## config.mk

```make
export PLATFORM = sky130hd
export DESIGN_NAME = hilo_divider
export DESIGN_NICKNAME = d
export VERILOG_FILES = /design/src/rtl/hilo_divider.sv
export SDC_FILE = /design/constraint.sdc
export NUM_CORES = 1
export LEC_CHECK = 0
export BUFFER_PORTS_ARGS = -buffer_cell sky130_fd_sc_hd__buf_2
export CAP_MARGIN = 15
export CELL_PAD_IN_SITES_DETAIL_PLACEMENT = 2
export CELL_PAD_IN_SITES_GLOBAL_PLACEMENT = 2
export CORE_MARGIN = 2
export CORE_UTILIZATION = 32
export DETAILED_ROUTE_END_ITERATION = 10
export PLACE_DENSITY = 0.77
export SYNTH_ARGS = -nofsm -noshare
export SYNTH_HDL_FRONTEND = slang
export SYNTH_SLANG_ARGS = --single-unit
export TNS_END_PERCENT = 100
```

## constraint.sdc

```tcl
create_clock -name clk -period 2.5 [get_ports clk]
set_input_delay 0.25 -clock clk [delete_from_list [all_inputs] [get_ports clk]]
set_output_delay 0.25 -clock clk [all_outputs]
set_load 0.02 [all_outputs]
```

## src/rtl/hilo_divider.sv

```systemverilog
`default_nettype none
// ============================================================================
//  Module      : hilo_divider
//  Description : Sequential Hi/Lo unit. Restoring unsigned divide, one
//                quotient bit per clock, MSB first (Hi = remainder,
//                Lo = quotient). Divide-by-zero completes one edge after
//                start with Hi = dividend, Lo = all ones, div_zero = 1.
//                Optional shift-add multiply when HILO_MULT_EN is defined
//                (Hi/Lo = upper/lower product halves, same latency).
//  Macro       : HILO_MULT_EN (undefined: is_mult ignored, divide only)
//  Revision    : 1.0  initial release
// ============================================================================
module hilo_divider #(
    parameter int WIDTH = 32
) (
    input  logic             clk,
    input  logic             rst_n,
    input  logic             start,
    input  logic             is_mult,
    input  logic [WIDTH-1:0] opA,
    input  logic [WIDTH-1:0] opB,
    output logic             busy,
    output logic             done,
    output logic             div_zero,
    output logic [WIDTH-1:0] HiOut,
    output logic [WIDTH-1:0] LoOut
);

    localparam int CW = $clog2(WIDTH + 1);

    typedef enum logic [1:0] {
        S_IDLE = 2'd0,
        S_RUN  = 2'd1,
        S_DONE = 2'd2
    } state_t;

    state_t           r_state;
    logic [CW-1:0]    r_cnt;
    // Partial remainder (divide) or running product upper half plus carry (multiply)
    logic [WIDTH:0]   r_rem;
    // Dividend shifting out / quotient shifting in (divide), multiplier / product low half (multiply)
    logic [WIDTH-1:0] r_quo;
    // Divisor (divide) or multiplicand (multiply)
    logic [WIDTH-1:0] r_div;
    // Current operation is a divide by zero
    logic             r_dz;

    logic [WIDTH:0]   w_shift;
    logic             w_ge;
    logic [WIDTH:0]   w_sub;
    logic [WIDTH:0]   w_div_rem;
    logic [WIDTH-1:0] w_div_quo;
    logic [WIDTH:0]   w_rem_nxt;
    logic [WIDTH-1:0] w_quo_nxt;
    logic             w_start_mult;
    logic             w_start_dz;

    // Restoring divide step: shift in next dividend bit, subtract if it fits.
    // The extra remainder bit keeps the shifted value exact when opA is all ones.
    assign w_shift   = {r_rem[WIDTH-1:0], r_quo[WIDTH-1]};
    assign w_ge      = (w_shift >= {1'b0, r_div});
    assign w_sub     = w_shift - {1'b0, r_div};
    assign w_div_rem = w_ge ? w_sub : w_shift;
    assign w_div_quo = {r_quo[WIDTH-2:0], w_ge};

`ifdef HILO_MULT_EN
    logic             r_mult;
    logic [WIDTH:0]   w_sum;
    logic [WIDTH:0]   w_mul_rem;
    logic [WIDTH-1:0] w_mul_quo;

    // Shift-add multiply step: add multiplicand when multiplier LSB is set,
    // then shift the {upper, lower} product pair right by one.
    assign w_sum     = {1'b0, r_rem[WIDTH-1:0]} + (r_quo[0] ? {1'b0, r_div} : {(WIDTH+1){1'b0}});
    assign w_mul_rem = {1'b0, w_sum[WIDTH:1]};
    assign w_mul_quo = {w_sum[0], r_quo[WIDTH-1:1]};

    assign w_rem_nxt    = r_mult ? w_mul_rem : w_div_rem;
    assign w_quo_nxt    = r_mult ? w_mul_quo : w_div_quo;
    assign w_start_mult = is_mult;

    // Operation type latched at start
    always_ff @(posedge clk or negedge rst_n) begin
        if (!rst_n) begin
            r_mult <= 1'b0;
        end else if (r_state == S_IDLE && start) begin
            r_mult <= is_mult;
        end
    end
`else
    logic w_unused_is_mult;

    assign w_unused_is_mult = is_mult;
    assign w_rem_nxt        = w_div_rem;
    assign w_quo_nxt        = w_div_quo;
    assign w_start_mult     = 1'b0;
`endif

    assign w_start_dz = !w_start_mult && (opB == {WIDTH{1'b0}});

    // Control FSM, iteration datapath and registered result outputs
    always_ff @(posedge clk or negedge rst_n) begin
        if (!rst_n) begin
            r_state  <= S_IDLE;
            r_cnt    <= '0;
            r_rem    <= '0;
            r_quo    <= '0;
            r_div    <= '0;
            r_dz     <= 1'b0;
            busy     <= 1'b0;
            done     <= 1'b0;
            div_zero <= 1'b0;
            HiOut    <= '0;
            LoOut    <= '0;
        end else begin
            done <= 1'b0;
            case (r_state)
                S_IDLE: begin
                    if (start) begin
                        r_cnt <= CW'(WIDTH);
                        r_rem <= '0;
                        r_dz  <= w_start_dz;
                        busy  <= 1'b1;
                        if (w_start_mult) begin
                            r_quo <= opB;
                            r_div <= opA;
                        end else begin
                            r_quo <= opA;
                            r_div <= opB;
                        end
                        r_state <= w_start_dz ? S_DONE : S_RUN;
                    end
                end
                S_RUN: begin
                    r_rem <= w_rem_nxt;
                    r_quo <= w_quo_nxt;
                    r_cnt <= r_cnt - CW'(1);
                    if (r_cnt == CW'(1)) begin
                        r_state <= S_DONE;
                    end
                end
                S_DONE: begin
                    done <= 1'b1;
                    busy <= 1'b0;
                    if (r_dz) begin
                        // r_quo still holds the untouched dividend
                        HiOut    <= r_quo;
                        LoOut    <= {WIDTH{1'b1}};
                        div_zero <= 1'b1;
                    end else begin
                        HiOut    <= r_rem[WIDTH-1:0];
                        LoOut    <= r_quo;
                        div_zero <= 1'b0;
                    end
                    r_state <= S_IDLE;
                end
                default: begin
                    busy    <= 1'b0;
                    r_state <= S_IDLE;
                end
            endcase
        end
    end

endmodule
`default_nettype wire

```

==> key figures, run 1 <==
Timing
  • Worst setup margin: -645 ps
  • Fin. max-slew vios: 0
  • Measured slew at the worst slew-check pin: ~800 ps
  • Final Hold Vio Count: 0
  • Tcrit/Tclk final: 126%
  • Max transition margin: a little under half
  • Setup violators final: 33
  • Setup skew after layout: 18.8 ps
  • Achievable frequency: roughly 320 MHz
  • Tmin final: between 3000 and 4000 ps
  • Unrepaired setup endpoints after global routing: true

CTS
  • H-tree depth: 4
  • Worst-path clk slew: 80 ps
  • Num CTS Buffers: 17
  • Clk_lat worst skew: about 460 ps
  • Clk buf depth: 2
  • CTS tree: built
  • Sink Count: 172
  • Root buffer cell: clkbuf_16

Route
  • Post-route ant nets: 0
  • Residual DRC: 0
  • Vias per std cell: around 5.7
  • Routed via count: a little under 10000
  • Drt pass-1 iters: 5
  • Routed WL: 49000 um
  • Initial drt markers: roughly 740
  • Routed wire length per instance: roughly 29 um

Yosys
  • Post-Syn Area per Cell: between 8 and 9 um^2
  • Synth async-reset ratio: between 90% and 100%
  • Synth area leaders: dfrtp_1, o21ai_0, mux2i_1
  • Sequential-to-total area share from yosys stat: 46.6%
  • Flops & latches, synth: ~170
  • Mapped Nets: 1133
  • Area share of the largest cell type after synthesis: 46.6%
  • Yosys cell types: 60
  • Mapped Cells: 1030
  • Main synth FF type: dfrtp_1
  • Yosys Warn Count: 0
  • EDFF count, synth: 0
  • Largest area contributor in the netlist: dfrtp_1
  • Synthesized area: 0.00923 mm^2

Global route
  • Global-route wire length before repair: between 60000 and 70000 um
  • Overflow left after global routing: 0
  • Total track usage: 28.6%
  • Vias in the first global route: around 11000
  • Largest net degree at the start of global routing: 75
  • Antenna violations before repair: 1

Critical path
  • Critical path fanouts, max: 3
  • CP endpoint kind: register
  • Slowest stage cell, crit path: dfrtp_1
  • Req. time, crit path: between 2000 and 3000 ps
  • Critical Path AT: approximately 3500 ps
  • Worst path cell trace: inv_2 > ha_4 > buf_4 > nand3b_1 > a211o_1 > a21oi_2 > a311oi_4 > buf_4 > o31ai_4 > a21oi_2 > xnor2_2 > mux2i_4 > o21ai_2
  • Buffers & Inverters on Critical Path: 3
  • Worst path max stage delay: just over 400 ps
  • Crit Path Class: reg -> reg
  • CP Launch Type: register
  • Worst path top cell family by delay: compound AO/OA/AOI/OAI gates

Final layout
  • Area growth from synthesis to layout: 44.8%
  • Fin cells: between 1500 and 2000
  • Layout cells sized above 1: around 39%
  • Number of diodes: 0
  • Most frequent cells in the layout: nand2_1, dfrtp_1, buf_4
  • Net count, final: approximately 1400
  • Filler cells: 3047
  • Final Instance Area: roughly 0.013 mm^2
  • Post-layout util: 46.8%
  • Commonest non-fill, non-tap cell in the layout: nand2_1

Place
  • RePlAce Congestion: between 0.8 and 0.9
  • Area of placed instances: ~0.012 mm^2
  • Hpwl dp: between 20000 and 30000 um
  • Placed cells: between 1500 and 2000
  • Port bufs: 133

Die
  • CORE AREA: approximately 0.029 mm^2
  • Die Wd: approximately 170 um
  • Initial Utilization: about 32%
  • # rows: just over 60
  • Die area: 0.0302 mm^2
  • Ports: 135
  • Die H: approximately 170 um

Outcome
  • Failing checks: setup timing
  • Status: complete, but fails checks

Min path
  • HP Class: in -> reg

Job
  • MaxCap Viol Count: 0
-- path summary, 6_finish.rpt --
kind	start	cells past startpoint	slack (ps)	end
setup / recovery	r_quo[31]	13	-640	r_rem[23]
hold / removal	opB[19]	3	20	r_div[19]
setup reg to reg	r_quo[31]	13	-640	r_rem[23]
hold reg to reg	HiOut[21]	2	480	HiOut[21]
max in group asynchronous	rst_n	3	1290	r_div[2]
min in group asynchronous	rst_n	2	330	r_rem[26]
-- timing repair --
item,CTS,global route
endpoints found under the hold margin,53,0
cloned,2,2
hold buffers,1,0
gates resized for setup,78,160
pin swaps,28,50
buffers inserted,9,18
setup endpoints to repair,33,33
-- Yosys cell counts (11+ instances only) --
| master | n |
|---|---|
| nand3_1 | 12 |
| clkbuf_1 | 50 |
| a21o_1 | 14 |
| nor4_1 | 11 |
| xnor2_1 | 17 |
| o21ai_0 | 173 |
| nor2_1 | 64 |
| mux2i_1 | 77 |
| dfrtp_1 | 172 |
| a21oi_1 | 46 |
| nand2_1 | 189 |
| xor2_1 | 12 |
| ha_1 | 34 |
| inv_1 | 48 |
-- per-layer routing --
layer	vias to the layer above	wire length, um	GRT usage (%)	share of wire, %
li1	4093	-	-	-
met1	4977	20000	34.2	41
met2	411	23600	49.3	48
met3	191	2250	6.29	4.6
met4	0	3070	13.0	6.3
met5	-	0	0	0
-- logic make-up (layout without fill, tap and decap cells) --
family	Yosys count	count (layout)	share of synthesized area (%)
multiplexers	78	78	8.47
adder cells (fa/ha/maj)	35	35	4.83
XOR/XNOR	29	29	2.75
buffers and inverters	113	405	4.85
AO/OA/AOI/OAI	287	287	17.9
AND/OR/NAND/NOR	316	316	14.6
flip-flops	172	172	46.6
-- area by class of cell --
type	instances	area, um^2	share of cell area, %
clock buffers	17	425	3.18
clock inverters	14	146	1.10
inverters	48	183	1.37
multi-input cells	745	5450	40.8
flip-flops and latches	172	4310	32.2
well taps	384	480	3.60
repair buffers	326	2370	17.7
-- stage by stage --
stage / setup TNS, ps / setup slack, ps / hold slack (ps)
floorplan: -51.0 / -51.0 / -45.6
global placement: -3940 / -241 / 278
detailed placement: -9190 / -439 / 272
CTS: -8190 / -302 / 20.4
global route: -16000 / -597 / 36.1
finish: -15140 / -645 / 19.8
-- sequential cells by signal (all words and copies together) (netlist names), 2 cells and up --
signal,flops
HiOut,32
LoOut,32
r_div,32
r_quo,32
r_rem,32
r_cnt,6
r_state,2
-- worst min-delay path, delay by kind of cell --
| kind | cells | cell delay [ps] |
|---|---|---|
| simple gates | 1 | 40 |
| compound gates | 1 | 60 |
| buf+inv | 1 | 90 |
Power of run 1 is not shown: default switching activity piles up to over one toggle a cycle in this logic, so the estimate is an artifact.
==> inputs of run 2 (changes only) <==
CORE_UTILIZATION = 35   (was 32)
PLACE_DENSITY = 0.8   (was 0.77)
clock period = 2.9 ns   (was 2.5 ns; I/O delays follow)
==> key figures, run 2 (synthesized netlist as in run 1, its figures left out) <==
CTS
  • Num CTS Buffers: 17 (unchanged)
  • Clk_lat worst skew: 460 ps (about the same)
  • Clk buf depth: 2 (unchanged)
  • Root buffer cell: clkbuf_16
  • H-tree depth: 4 (unchanged)
  • Sink Count: 172 (unchanged)
  • CTS tree: built
  • Worst-path clk slew: 80 ps (about the same)

Final layout
  • Post-layout util: 45.2% (-1.6 points)
  • Fin cells: 1557 (-8.7%)
  • Most frequent cells in the layout: nand2_1, dfrtp_1, o21ai_0
  • Multi-input logic area: 0.00479 mm^2 (-12%)
  • Area growth from synthesis to layout: 27.3%
  • Final Instance Area: 0.0117 mm^2 (-12%)
  • Layout cells sized above 1: 26.0% (-13 points)
  • Reg area: 0.00431 mm^2 (about the same)
  • Net count, final: 1311 (-7.2%)
  • Filler cells: 2844 (-6.7%)
  • Commonest non-fill, non-tap cell in the layout: nand2_1

Place
  • Worst slack, placed: -123 ps (+316 ps)
  • Port bufs: 133 (unchanged)
  • RePlAce Congestion: 0.826 (-5.3%)
  • Hpwl dp: 23100 um (-13%)
  • Placed cells: 1514 (-8.2%)
  • Area of placed instances: 0.0108 mm^2 (-6.7%)

Job
  • MaxCap Viol Count: 0 (unchanged)

Route
  • Residual DRC: 0 (unchanged)
  • Post-route ant nets: 0 (unchanged)
  • Uppermost layer routed: met4
  • Vias per std cell: 5.61 (-0.98%)
  • Initial drt markers: 525 (-29%)
  • WL met3: 1590 um (-29%)
  • Met1 Wirelength: 16500 um (-18%)
  • Routed wire length per instance: 24.9 um (-13%)
  • Drt pass-1 iters: 5 (unchanged)
  • Routed via count: 8741 (-9.6%)
  • Routed WL: 38700 um (-21%)
  • Met2 routed WL: 19200 um (-19%)

Die
  • Ports: 135 (unchanged)
  • Die Wd: 166 um (-4.3%)
  • CORE AREA: 0.0260 mm^2 (-9.0%)
  • # rows: 59 (-4.8%)
  • Die H: 166 um (-4.3%)
  • Initial Utilization: 35.5% (+3.2 points)
  • Die area: 0.0277 mm^2 (-8.4%)

Timing
  • Tcrit/Tclk final: 100% (-25 points)
  • Setup TNS: -23.9 ps (+15120 ps)
  • Max transition margin: 49.8% (+2.8 points)
  • Setup skew after layout: 18.2 ps (-0.598 ps)
  • Tmin final: 2910 ps (-234 ps)
  • Worst setup margin: -10.8 ps (+634 ps)
  • Final Hold Vio Count: 0 (unchanged)
  • Unrepaired setup endpoints after global routing: true
  • Achievable frequency: 344 MHz (+8.0%)
  • Setup violators final: 4 (-88%)
  • Measured slew at the worst slew-check pin: 754 ps (-40.2 ps)
  • Worst hold margin: 49.5 ps (+29.8 ps)
  • Fin. max-slew vios: 0 (unchanged)

Critical path
  • Reg2reg start: r_quo[31]
  • CP endpoint kind: register
  • FF-to-FF End: r_rem[16]
  • Crit path from: r_quo[31]
  • CP endpoint: r_rem[16]
  • R2R Setup Slk: -10 ps (+630 ps)
  • Req. time, crit path: 3220 ps (+350 ps)
  • Critical Path AT: 3230 ps (-280 ps)
  • CP Launch Type: register
  • Reg2Reg Depth: 12 (-1)
  • Critical path fanouts, max: 3 (unchanged)
  • Crit Path Class: reg -> reg

Global route
  • Overflow left after global routing: 0 (unchanged)
  • Total track usage: 27.0% (-1.7 points)
  • Vias in the first global route: 9637 (-9.2%)
  • Global-route wire length before repair: 57600 um (-12%)
  • Largest net degree at the start of global routing: 89 (+19%)
  • Antenna violations before repair: 1 (unchanged)

Power and ir drop
  • Pwr per Cell Area: roughly 1600 mW/mm^2
  • Leakage: between 5 and 6 nW
  • Peak supply drop: 0.000447 V
  • Total power: about 19 mW

Min path
  • HP Class: in -> reg

Outcome
  • Failing checks: setup timing
  • Status: complete, but fails checks
## run 2: changes by cell type in the layout (fill, tap and decap cells not counted), moves of 9 or more
cell	before	now
buf_4	163	80
ha_4	17	6
buf_6	14	3
a21oi_1	18	40
a21oi_2	24	6
o21ai_0	135	157
o21ai_2	21	3
ha_1	15	24
nor2_1	51	64
## run 2: worst min path at each step
stage	start	depth (start not counted)	to	slack, ps
2_1_floorplan	rst_n	0	HiOut[0]	-6
3_3_place_gp	rst_n	1	LoOut[4]	300
3_5_place_dp	rst_n	1	LoOut[4]	300
4_1_cts	opB[27]	3	r_div[27]	60
5_1_grt	opB[27]	3	r_div[27]	70
6_report	opB[27]	3	r_div[27]	50
## run 2: final cells by class
class                   count  share of cell area (%)
clock inverters            14                    1.26
repair buffers            224                    12.5
diodes                      1                  0.0213
well taps                 335                    3.57
flip-flops and latches    172                    36.7
clock buffers              18                    3.74
multi-input cells         745                    40.7
inverters                  48                    1.53
## run 2: routing by layer
| layer | up-vias | GRT usage (%) |
|---|---|---|
| met4 | 0 | 11.7 |
| li1 | 3895 | - |
| met5 | - | 0 |
| met1 | 4472 | 34.4 |
| met3 | 87 | 3.86 |
| met2 | 287 | 45.7 |
## run 2: repair_timing
action	in CTS	in global routing
hold buffers	1	0
cloned	0	0
endpoints found under the setup margin	33	33
hold endpoints to repair	54	0
resized for setup	17	52
pin swaps	3	9
setup buffers	5	4
## run 2: critical path: stages (launching register included)
cell and delay, ps:
dfrtp_1 400, inv_1 70, ha_1 230, fa_2 360
nor2b_2 160, o21ai_2 70, a32o_2 310, buf_4 170
o211a_1 250, o21a_1 220, o21ai_1 230, xnor2_1 170
o21ai_0 130
## run 2: power by group
| group | internal (mW) | switching (mW) |
|---|---|---|
| registers | 3.52 | 1.03 |
| logic | 4.64 | 7.12 |
| clock network | 1.17 | 1.21 |
Power figures use the tool's default switching activity.
